File: config.mk
export PLATFORM = sky130hd
export DESIGN_NAME = ov_dvp_gen
export DESIGN_NICKNAME = d
export VERILOG_FILES = /design/src/rtl/ov_dvp_gen.sv
export SDC_FILE = /design/constraint.sdc
export NUM_CORES = 1
export LEC_CHECK = 0
export ABC_AREA = 0
export BUFFER_PORTS_ARGS = -buffer_cell sky130_fd_sc_hd__buf_2
export CAP_MARGIN = 30
export CORE_ASPECT_RATIO = 0.6
export CORE_MARGIN = 2
export CORE_UTILIZATION = 44
export DETAILED_ROUTE_END_ITERATION = 8
export PLACE_DENSITY = 0.65
export SYNTH_ARGS = -nofsm -noshare
export SYNTH_HDL_FRONTEND = slang
export SYNTH_SLANG_ARGS = --single-unit
File: constraint.sdc
create_clock -name clk_sys -period 6 [get_ports clk_sys]
set_input_delay 0.3 -clock clk_sys [delete_from_list [all_inputs] [get_ports clk_sys]]
set_output_delay 0.3 -clock clk_sys [all_outputs]
set_load 0.005 [all_outputs]
File: src/rtl/ov_dvp_gen.sv
// ov_dvp_gen: OV-style DVP sensor emulator driving test patterns.
// Optional CRC of active bytes: define OV_DVP_GEN_CRC_EN.
//
// Ports:
//   clk_sys, rst_n        system clock, async active-low reset
//   enable                frames generated while high
//   pattern_sel[1:0]      0 col ramp, 1 55/AA, 2 line index, 3 PRBS8
//   dvp_pclk/vsync/href   generated DVP framing
//   dvp_data[7:0]         pixel byte, 0 outside href
//   busy                  state is not IDLE
//   frame_done            1-cycle pulse at end of frame
//   frame_cnt[15:0]       completed frames (wraps)
//   frame_crc[15:0]       CRC-16/CCITT of last frame, 0 if disabled
module ov_dvp_gen #(
    parameter int PCLK_DIV = 4,
    parameter int H_ACTIVE = 1280,
    parameter int H_BLANK  = 144,
    parameter int V_ACTIVE = 480,
    parameter int VSYNC_W  = 3,
    parameter int V_BP     = 17,
    parameter int V_FP     = 10
) (
    input  logic        clk_sys,
    input  logic        rst_n,
    input  logic        enable,
    input  logic [1:0]  pattern_sel,
    output logic        dvp_pclk,
    output logic        dvp_vsync,
    output logic        dvp_href,
    output logic [7:0]  dvp_data,
    output logic        busy,
    output logic        frame_done,
    output logic [15:0] frame_cnt,
    output logic [15:0] frame_crc
);
    function automatic int max2(input int a, input int b);
        return (a > b) ? a : b;
    endfunction

    localparam int H_TOTAL = H_ACTIVE + H_BLANK;
    localparam int PW = (PCLK_DIV > 2) ? $clog2(PCLK_DIV) : 1;
    localparam int CW = $clog2(H_TOTAL);
    localparam int LMAX =
        max2(max2(VSYNC_W, V_BP), max2(V_ACTIVE, V_FP));
    localparam int LW = $clog2(LMAX + 1);

    localparam logic [PW-1:0] PH_LAST = PW'(PCLK_DIV - 1);
    localparam logic [PW-1:0] PH_HALF = PW'(PCLK_DIV / 2);
    localparam logic [CW-1:0] COL_LAST = CW'(H_TOTAL - 1);
    localparam logic [CW-1:0] HA = CW'(H_ACTIVE);
    localparam logic [LW-1:0] VS_L = LW'(VSYNC_W - 1);
    localparam logic [LW-1:0] BP_L = LW'((V_BP > 0) ? V_BP - 1 : 0);
    localparam logic [LW-1:0] AC_L = LW'(V_ACTIVE - 1);
    localparam logic [LW-1:0] FP_L = LW'(V_FP - 1);

    typedef enum logic [2:0] {
        S_IDLE, S_VSYNC, S_VBP, S_ACTIVE, S_VFP
    } state_t;

    state_t        state, n_state;
    logic [PW-1:0] phase, ph_nx;
    logic [CW-1:0] col, n_col;
    logic [LW-1:0] line, n_line, lim;
    logic [1:0]    sel_q;
    logic [7:0]    prbs, prbs_nx, pat, data_n;
    logic          tick, col_end, line_end;
    logic          frame_end, start, n_href;

    assign tick  = (phase == PH_LAST);
    assign ph_nx = tick ? '0 : phase + 1'b1;
    assign busy  = (state != S_IDLE);
    assign prbs_nx =
        {prbs[6:0], prbs[7] ^ prbs[5] ^ prbs[4] ^ prbs[3]};

    // Position (state/col/line) that the next tick moves to;
    // framing outputs are registered from this next position.
    always_comb begin
        n_state = state;
        n_col   = col;
        n_line  = line;
        unique case (state)
            S_VSYNC:  lim = VS_L;
            S_VBP:    lim = BP_L;
            S_ACTIVE: lim = AC_L;
            default:  lim = FP_L;
        endcase
        col_end   = (col == COL_LAST);
        line_end  = (line == lim);
        frame_end = (state == S_VFP) && col_end && line_end;
        if (state == S_IDLE) begin
            if (enable) begin
                n_state = S_VSYNC;
                n_col   = '0;
                n_line  = '0;
            end
        end else if (!col_end) begin
            n_col = col + 1'b1;
        end else begin
            n_col = '0;
            if (!line_end) begin
                n_line = line + 1'b1;
            end else begin
                n_line = '0;
                unique case (state)
                    S_VSYNC:  n_state = (V_BP > 0) ? S_VBP : S_ACTIVE;
                    S_VBP:    n_state = S_ACTIVE;
                    S_ACTIVE: n_state = S_VFP;
                    S_VFP:    n_state = enable ? S_VSYNC : S_IDLE;
                    default:  n_state = S_IDLE;
                endcase
            end
        end
        start  = (n_state == S_VSYNC) && (state != S_VSYNC);
        n_href = (n_state == S_ACTIVE) && (n_col < HA);
        unique case (sel_q)
            2'd0: pat = 8'(n_col);
            2'd1: pat = n_col[0] ? 8'hAA : 8'h55;
            2'd2: pat = 8'(n_line);
            2'd3: pat = prbs;
        endcase
        data_n = n_href ? pat : 8'h00;
    end

    always_ff @(posedge clk_sys or negedge rst_n) begin
        if (!rst_n) begin
            phase      <= '0;
            dvp_pclk   <= 1'b0;
            state      <= S_IDLE;
            col        <= '0;
            line       <= '0;
            sel_q      <= 2'd0;
            prbs       <= 8'hFF;
            dvp_vsync  <= 1'b0;
            dvp_href   <= 1'b0;
            dvp_data   <= 8'h00;
            frame_done <= 1'b0;
            frame_cnt  <= 16'h0000;
        end else begin
            phase      <= ph_nx;
            dvp_pclk   <= (ph_nx >= PH_HALF);
            frame_done <= 1'b0;
            if (tick) begin
                state     <= n_state;
                col       <= n_col;
                line      <= n_line;
                dvp_vsync <= (n_state == S_VSYNC);
                dvp_href  <= n_href;
                dvp_data  <= data_n;
                if (start) begin
                    sel_q <= pattern_sel;
                    prbs  <= 8'hFF;
                end else if (n_href) begin
                    prbs <= prbs_nx;
                end
                if (frame_end) begin
                    frame_done <= 1'b1;
                    frame_cnt  <= frame_cnt + 16'd1;
                end
            end
        end
    end

`ifdef OV_DVP_GEN_CRC_EN
    function automatic logic [15:0] crc_byte(
        input logic [15:0] c,
        input logic [7:0]  d
    );
        logic [15:0] r;
        r = c ^ {d, 8'h00};
        for (int i = 0; i < 8; i++) begin
            r = r[15] ? ((r << 1) ^ 16'h1021) : (r << 1);
        end
        return r;
    endfunction

    logic [15:0] crc;

    always_ff @(posedge clk_sys or negedge rst_n) begin
        if (!rst_n) begin
            crc       <= 16'hFFFF;
            frame_crc <= 16'h0000;
        end else if (tick) begin
            if (start) begin
                crc <= 16'hFFFF;
            end else if (n_href) begin
                crc <= crc_byte(crc, data_n);
            end
            if (frame_end) begin
                frame_crc <= crc;
            end
        end
    end
`else
    assign frame_crc = 16'h0000;
`endif

endmodule

==> results of run 1 <==
[per-layer routing]
layer	vias to the layer above	part of all wire
met5	-	0.00088
met4	2	0.0099
met3	15	0.092
met2	131	0.40
met1	1751	0.50
li1	1691	-
[layout make-up]
cell class / count / area [sq um] / share of cell area
clock inverters: 4 / 70.1 / 0.0154
inverters: 25 / 93.8 / 0.0207
well taps: 116 / 145 / 0.0320
repair buffers: 40 / 218 / 0.0480
multi-input cells: 344 / 2200 / 0.484
clock buffers: 11 / 253 / 0.0557
flip-flops and latches: 62 / 1560 / 0.344
[cells by family (layout without fill, tap and decap cells)]
kind of cell | Yosys count | in the layout
AOI/OAI and AO/OA | 129 | 129
xor gates and xnor gates | 23 | 23
adders and majority gates | 4 | 4
buffers and inverters | 73 | 80
DFF | 62 | 62
muxes | 17 | 17
other | 1 | 16
and+or+nand+nor | 155 | 155
[sequential cells by signal, summed over array words and instances (netlist names)]
| name | flops |
|---|---|
| dvp_data | 8 |
| frame_cnt | 16 |
| line | 9 |
| dvp_vsync | 1 |
| col | 11 |
| sel_q | 2 |
| state | 3 |
| frame_done | 1 |
| dvp_href | 1 |
| phase | 1 |
| prbs | 8 |
| dvp_pclk | 1 |
[power by group]
group          internal [W]  switching [W]  leakage [nW]
clock network      0.000382       0.000185         0.161
logic            0.00000160      0.0000117          1.22
registers          0.000419              0         0.777
[worst max path at each step]
stage / start / endpoint / slack (ns) / cells after the start
after floorplan: state[0] / prbs[0] / 3.63 / 8
after global placement: col[0] / dvp_href / 3.15 / 6
after detailed placement: col[0] / dvp_data[1] / 3.06 / 7
after CTS: col[0] / dvp_href / 3.03 / 6
after global routing: col[0] / dvp_data[1] / 2.63 / 7
final: col[0] / dvp_data[1] / 2.91 / 7
[synth_stat cells (12+ instances only)]
cell type   n
xor2_1     15
nand3_1    21
nor2_1     28
nor3_1     12
dfrtp_1    54
nand2_1    34
a21oi_1    35
clkbuf_1   24
o21ai_0    35
buf_4      17
inv_1      24
mux2i_1    13
[per-stage QoR]
step | total power [W] | cells
finish | 0.000999 | 602
global placement | 0.000440 | 587
floorplan | 0.000436 | 479
global route | 0.00103 | 602
detailed placement | 0.000440 | 587
CTS | 0.00101 | 602
==> results.sh, run 1 <==
export IMPL_status="finished, final reports clean"
export IMPL_routed_wirelength_microns=11400
export IMPL_worst_clock_skew_ns=0.00971
export IMPL_postLayoutSetupSlackWorst_ns=2.91
export IMPL_synth_edf_count=0
export IMPL_boundaryPins=50
export IMPL_die_h_microns=78.4
export IMPL_yosysWarnings=0
export IMPL_cellLeakagePower_nw=2.16
export IMPL_worst_r2r_startpoint="col[0]"
export IMPL_hold_buffers=0
export IMPL_cp_max_fo=17
export IMPL_rsz0062_at_grt="false"
export IMPL_finalHoldViolations=0
export IMPL_setup_violations_final=0
export IMPL_worstHoldPathType="in -> async"
export IMPL_grt_busiest_layer="met1"
export IMPL_final_hold_worst_slack_ns=0.132
export IMPL_worst_setup_path_type="reg -> reg"
export IMPL_ys_ff_latch=62
export IMPL_ys_top_cells_by_area="dfrtp_1, dfstp_2, a21oi_1, o21ai_0, xor2_1"
export IMPL_timing_max_slew_rel_slack=0.462
export IMPL_die_area_sq_mm=0.0100
export IMPL_pin_count_of_the_biggest_net_entering_global_routing=63
export IMPL_cp_start_kind="register"
export IMPL_numClockSinks=62
export IMPL_proportion_of_register_bits_with_asynchronous_set_or_reset_after_synthesis=1.00
export IMPL_initial_core_util=0.448
export IMPL_global_route_usage_total=0.239
export IMPL_first_global_vias=3313
export IMPL_first_iter_violations=361
export IMPL_n_antenna_cell=0
export IMPL_coreArea_sq_mm=0.00905
export IMPL_cp_common_cell="a21oi_1"
export IMPL_combinational_family_with_the_most_area_after_synthesis="simple AND/OR/NAND/NOR gates"
export IMPL_synthFlopType="dfrtp_1"
export IMPL_regToRegEndpoint="dvp_data[1]"
export IMPL_worstPathBufferInverterCount=0
export IMPL_critPathArrivalTime_ns=3.32
export IMPL_remaining_drc_errors=0
export IMPL_clock_latency_ns=0.34
export IMPL_dieWidth_microns=128
export IMPL_post_route_cells_drive_above_1_share=0.169
export IMPL_rr_worst_depth=7
export IMPL_groute_layer_met3_usage=0.0852
export IMPL_muxShareOfSynthArea=0.0432
export IMPL_place_worst_setup_slack_ns=3.06
export IMPL_synthAdderAreaFrac=0.0123
export IMPL_core_occupancy_in_the_finished_layout=0.501
export IMPL_maximum_number_of_buffers_from_clock_root_to_sink=2
export IMPL_grt_antenna_before_repair=1
export IMPL_dr_pass1_iters=5
export IMPL_fill_cells=842
export IMPL_globalplace_congestion=0.933
export IMPL_pwr_density_cell_mw_per_mm2=220
export IMPL_cts_resized=0
export IMPL_root_driver="clkbuf_16"
export IMPL_mapped_cell_area_sq_mm=0.00405
export IMPL_synth_yosys_seq_area_share=0.385
export IMPL_critical_path_top_delay_family="simple AND/OR/NAND/NOR gates"
export IMPL_final_net_count=491
export IMPL_final_min_period_over_clock_period=0.514
export IMPL_synth_area_leader_cell="dfrtp_1"
export IMPL_dpl_hpwl_microns=8120
export IMPL_cts_made_buffers=9
export IMPL_cell_area_reported_after_detailed_placement_sq_mm=0.00422
export IMPL_leading_cell_types_in_the_layout_fill_and_taps_excluded="dfrtp_1, o21ai_0, a21oi_1"
export IMPL_max_cap_viol_count=0
export IMPL_yosys_area_share_xor_xnor=0.0497
export IMPL_synth_cells=464
export IMPL_grt_met1_usage=0.383
export IMPL_critical_path_slowest_cell="nor3_4"
export IMPL_first_pass_grt_wire_length_microns=18200
export IMPL_viasPerCell=5.96
export IMPL_flow_area_growth_from_synthesis_pct=11.9
export IMPL_count_of_antenna_violating_nets_left_after_detailed_routing=0
export IMPL_r2r_setup_slack_ns=2.91
export IMPL_vias=3590
export IMPL_mostFrequentLayoutCell="dfrtp_1"
export IMPL_crit_required_ns=6.23
export IMPL_per_cell_routed_wire_length_microns=18.9
export IMPL_post_synth_and_or_nand_nor_area_fraction=0.213
export IMPL_clk_transition_reported_paths_ns=0.06
export IMPL_grt_met2_usage=0.293
export IMPL_ir_worst_vdd_mv=0.135
export IMPL_critical_path_cell_chain="ha_1, nand4b_1, nor3_4, nand2_1, a21oi_1, a21oi_1, o41ai_1"
export IMPL_tightest_slew_ns=0.807
export IMPL_cpPeakStageDelay_ns=0.64
export IMPL_netlist_cell_type_count=71
export IMPL_synth_avg_cell_area_sq_um=8.74
export IMPL_postCtsSetupBuffers=0
export IMPL_globalRoute_totalOverflow=0
export IMPL_fin_area_sq_mm=0.00454
export IMPL_placementRows=27
export IMPL_timing_max_transition_violations_final=0
export IMPL_cts_htree_levels=3
export IMPL_maxClockFrequency_mhz=324
export IMPL_timing_final_crit_period_ns=3.09
export IMPL_setup_worst_path_end_class="register"
export IMPL_cts_tree="done"
export IMPL_buffer_ports_inserted=33
export IMPL_setup_tns_final_ns=0
export IMPL_synthesized_area_fraction_occupied_by_ao_oa_aoi_and_oai_cells=0.209
export IMPL_yosysTopAreaCellShare=0.333
(Power assumes the default switching activity.)
==> run 2: changes to the inputs <==
Settings changed: ABC_AREA 0 to 1.
Clock period 6 ns to 3 ns, I/O delays scaled along.
==> run 2 against run 1 <==
Compared with the run above:
- global-route usage decreased by 0.78 points
- clock-buffer cell count unchanged
- die area decreased by 0.32%
- largest power group unchanged
- clock power increased by 89%
- highest routed layer is now met4
- sequential power increased by 100%
- combinational power increased by 95%
- area after synthesis decreased by 0.34%
- flip-flop and latch count unchanged
- non-clock buffer count increased by 3
- wire length decreased by 3.3%
==> results.sh, run 2 <==
export IMPL_status="finished, final reports clean"
export IMPL_grt_antenna_before_repair=0
export IMPL_dieWidth_microns=128
export IMPL_cp_common_cell="nand2_1"
export IMPL_core_occupancy_in_the_finished_layout=0.508
export IMPL_yosysWarnings=0
export IMPL_largest_registers="frame_cnt: 16 flops, col: 11 flops, line: 9 flops"
export IMPL_crit_required_ns=3.28
export IMPL_synth_area_leader_cell="dfrtp_1"
export IMPL_first_pass_grt_wire_length_microns=17800
export IMPL_cpPeakStageDelay_ns=0.46
export IMPL_pin_count_of_the_biggest_net_entering_global_routing=39
export IMPL_mostFrequentLayoutCell="nand2_1"
export IMPL_vias=3923
export IMPL_die_area_sq_mm=0.00999
export IMPL_critical_path_cell_chain="inv_2, nand3_4, nand2_2, nand2_1, nand2_2, nand4_4, nand2_1, nand2_1, a21oi_1, nand3_2, nand2_2, nand2_1, nand2_1"
export IMPL_max_cap_viol_count=0
export IMPL_numClockSinks=62
export IMPL_clk_transition_reported_paths_ns=0.05
export IMPL_globalplace_congestion=0.942
export IMPL_regToRegEndpoint="prbs[7]"
export IMPL_cts_made_buffers=9
export IMPL_place_worst_setup_slack_ns=0.332
export IMPL_mapped_cell_area_sq_mm=0.00404
export IMPL_rsz0062_at_grt="false"
export IMPL_maximum_number_of_buffers_from_clock_root_to_sink=2
export IMPL_ys_top_cells_by_area="dfrtp_1, nand2_1, nand3_1, inv_1, dfstp_2"
export IMPL_proportion_of_register_bits_with_asynchronous_set_or_reset_after_synthesis=1.00
export IMPL_flow_area_growth_from_synthesis_pct=13.8
export IMPL_n_antenna_cell=0
export IMPL_worstSetupStartpoint="state[2]"
export IMPL_cell_area_reported_after_detailed_placement_sq_mm=0.00428
export IMPL_registers_top_by_ff_count="frame_cnt"
export IMPL_ys_ff_latch=62
export IMPL_critPathArrivalTime_ns=2.95
export IMPL_boundaryPins=50
export IMPL_initial_core_util=0.446
export IMPL_rr_worst_depth=13
export IMPL_cts_tree="done"
export IMPL_timing_max_slew_rel_slack=0.417
export IMPL_synth_edf_count=0
export IMPL_netlist_cell_type_count=38
export IMPL_timing_max_transition_violations_final=0
export IMPL_setup_worst_path_end_class="register"
export IMPL_global_route_usage_total=0.231
export IMPL_synth_yosys_seq_area_share=0.386
export IMPL_per_cell_routed_wire_length_microns=15.2
export IMPL_worstHoldPathType="in -> reg"
export IMPL_viasPerCell=5.43
export IMPL_tightest_slew_ns=0.874
export IMPL_placementRows=27
export IMPL_buffer_ports_inserted=33
export IMPL_pwr_density_cell_mw_per_mm2=421
export IMPL_root_driver="clkbuf_16"
export IMPL_yosysTopAreaCellShare=0.334
export IMPL_synth_avg_cell_area_sq_um=7.16
export IMPL_timing_final_crit_period_ns=2.67
export IMPL_fin_area_sq_mm=0.00460
export IMPL_synthTopCellsByCount="nand2_1, inv_1, nand3_1"
export IMPL_critical_path_slowest_cell="dfrtp_1"
export IMPL_die_h_microns=78.2
export IMPL_setup_tns_final_ns=0
export IMPL_dpl_hpwl_microns=8090
export IMPL_clock_latency_ns=0.33
export IMPL_cellLeakagePower_nw=2.37
export IMPL_cts_htree_levels=3
export IMPL_critical_path_top_delay_family="simple AND/OR/NAND/NOR gates"
export IMPL_critical_path_cell_count=13
export IMPL_ir_worst_vdd_mv=0.313
export IMPL_count_of_antenna_violating_nets_left_after_detailed_routing=0
export IMPL_largest_register_ff_count=16
export IMPL_postLayoutSetupSlackWorst_ns=0.332
export IMPL_leading_cell_types_in_the_layout_fill_and_taps_excluded="nand2_1, inv_1, nand3_1"
export IMPL_worstPathBufferInverterCount=1
export IMPL_cp_start_kind="register"
export IMPL_routed_wirelength_microns=11000
export IMPL_postCtsSetupBuffers=0
export IMPL_maxClockFrequency_mhz=375
export IMPL_first_iter_violations=405
export IMPL_finalHoldViolations=0
export IMPL_worst_setup_path_endpoint="prbs[7]"
export IMPL_r2r_setup_slack_ns=0.33
export IMPL_final_hold_worst_slack_ns=0.0223
export IMPL_setup_violations_final=0
export IMPL_synthFlopType="dfrtp_1"
export IMPL_remaining_drc_errors=0
export IMPL_final_net_count=611
export IMPL_coreArea_sq_mm=0.00905
export IMPL_first_global_vias=3565
export IMPL_globalRoute_totalOverflow=0
export IMPL_dr_pass1_iters=5
export IMPL_final_min_period_over_clock_period=0.889
export IMPL_synth_cells=564
export IMPL_worst_setup_path_type="reg -> reg"
export IMPL_cp_max_fo=16
export IMPL_yosysMostFrequentCell="nand2_1"
export IMPL_worst_r2r_startpoint="state[2]"
export IMPL_post_route_cells_drive_above_1_share=0.145
export IMPL_worst_clock_skew_ns=0.00660
run 2: worst reg2reg max path, delay by kind of cell, from the launching register on:
| family | cells | cell delay [ns] |
|---|---|---|
| buf+inv | 1 | 0.19 |
| compound gates | 1 | 0.20 |
| flops | 1 | 0.46 |
| simple gates | 11 | 1.75 |
run 2: power breakdown:
part	switching, W	internal (W)
clock	0.000385	0.000687
sequential	0	0.000837
combinational	0.0000225	0.00000352
run 2: kinds of logic after synthesis:
| logic type | share of synthesized area |
|---|---|
| buffers and inverters | 0.109 |
| AOI/OAI and AO/OA | 0.0839 |
| adders and majority gates | 0.0124 |
| other | 0.000928 |
| and+or+nand+nor | 0.356 |
| DFF | 0.386 |
| xor gates and xnor gates | 0.0520 |
run 2: repair_timing:
item | CTS | global route
gates resized for setup | 0 | 0
hold endpoints to repair | 29 | 0
hold buffers | 1 | 0
run 2: per-layer routing:
layer / global-route usage / wire (microns) / vias to the layer above
met5: 0 / 0 / -
met4: 0.0758 / 181 / 0
met3: 0.0934 / 1310 / 15
li1: - / - / 1883
met2: 0.287 / 4010 / 216
met1: 0.353 / 5480 / 1809
run 2: how the worst min path moves through the flow:
stage | endpoint | startpoint | cells after the start
6_report | sel_q[0] | pattern_sel[0] | 3
2_1_floorplan | col[0] | rst_n | 0
3_5_place_dp | frame_cnt[1] | rst_n | 1
5_1_grt | sel_q[0] | pattern_sel[0] | 3
4_1_cts | sel_q[0] | pattern_sel[0] | 3
3_3_place_gp | frame_cnt[1] | rst_n | 1
run 2: layout make-up:
cell class,count,area [sq um]
Clock buffer,11,253
Clock inverter,5,57.6
Fill cell,895,4460
Inverter,64,240
Multi-Input combinational cell,422,2100
Sequential cell,62,1560
Tap cell,116,145
Timing Repair Buffer,43,243
run 2: per-stage QoR:
| stage | total power, W | std cells |
|---|---|---|
| global route | 0.00201 | 723 |
| global placement | 0.000878 | 706 |
| CTS | 0.00196 | 723 |
| finish | 0.00194 | 723 |
| detailed placement | 0.000878 | 706 |
| floorplan | 0.000871 | 579 |
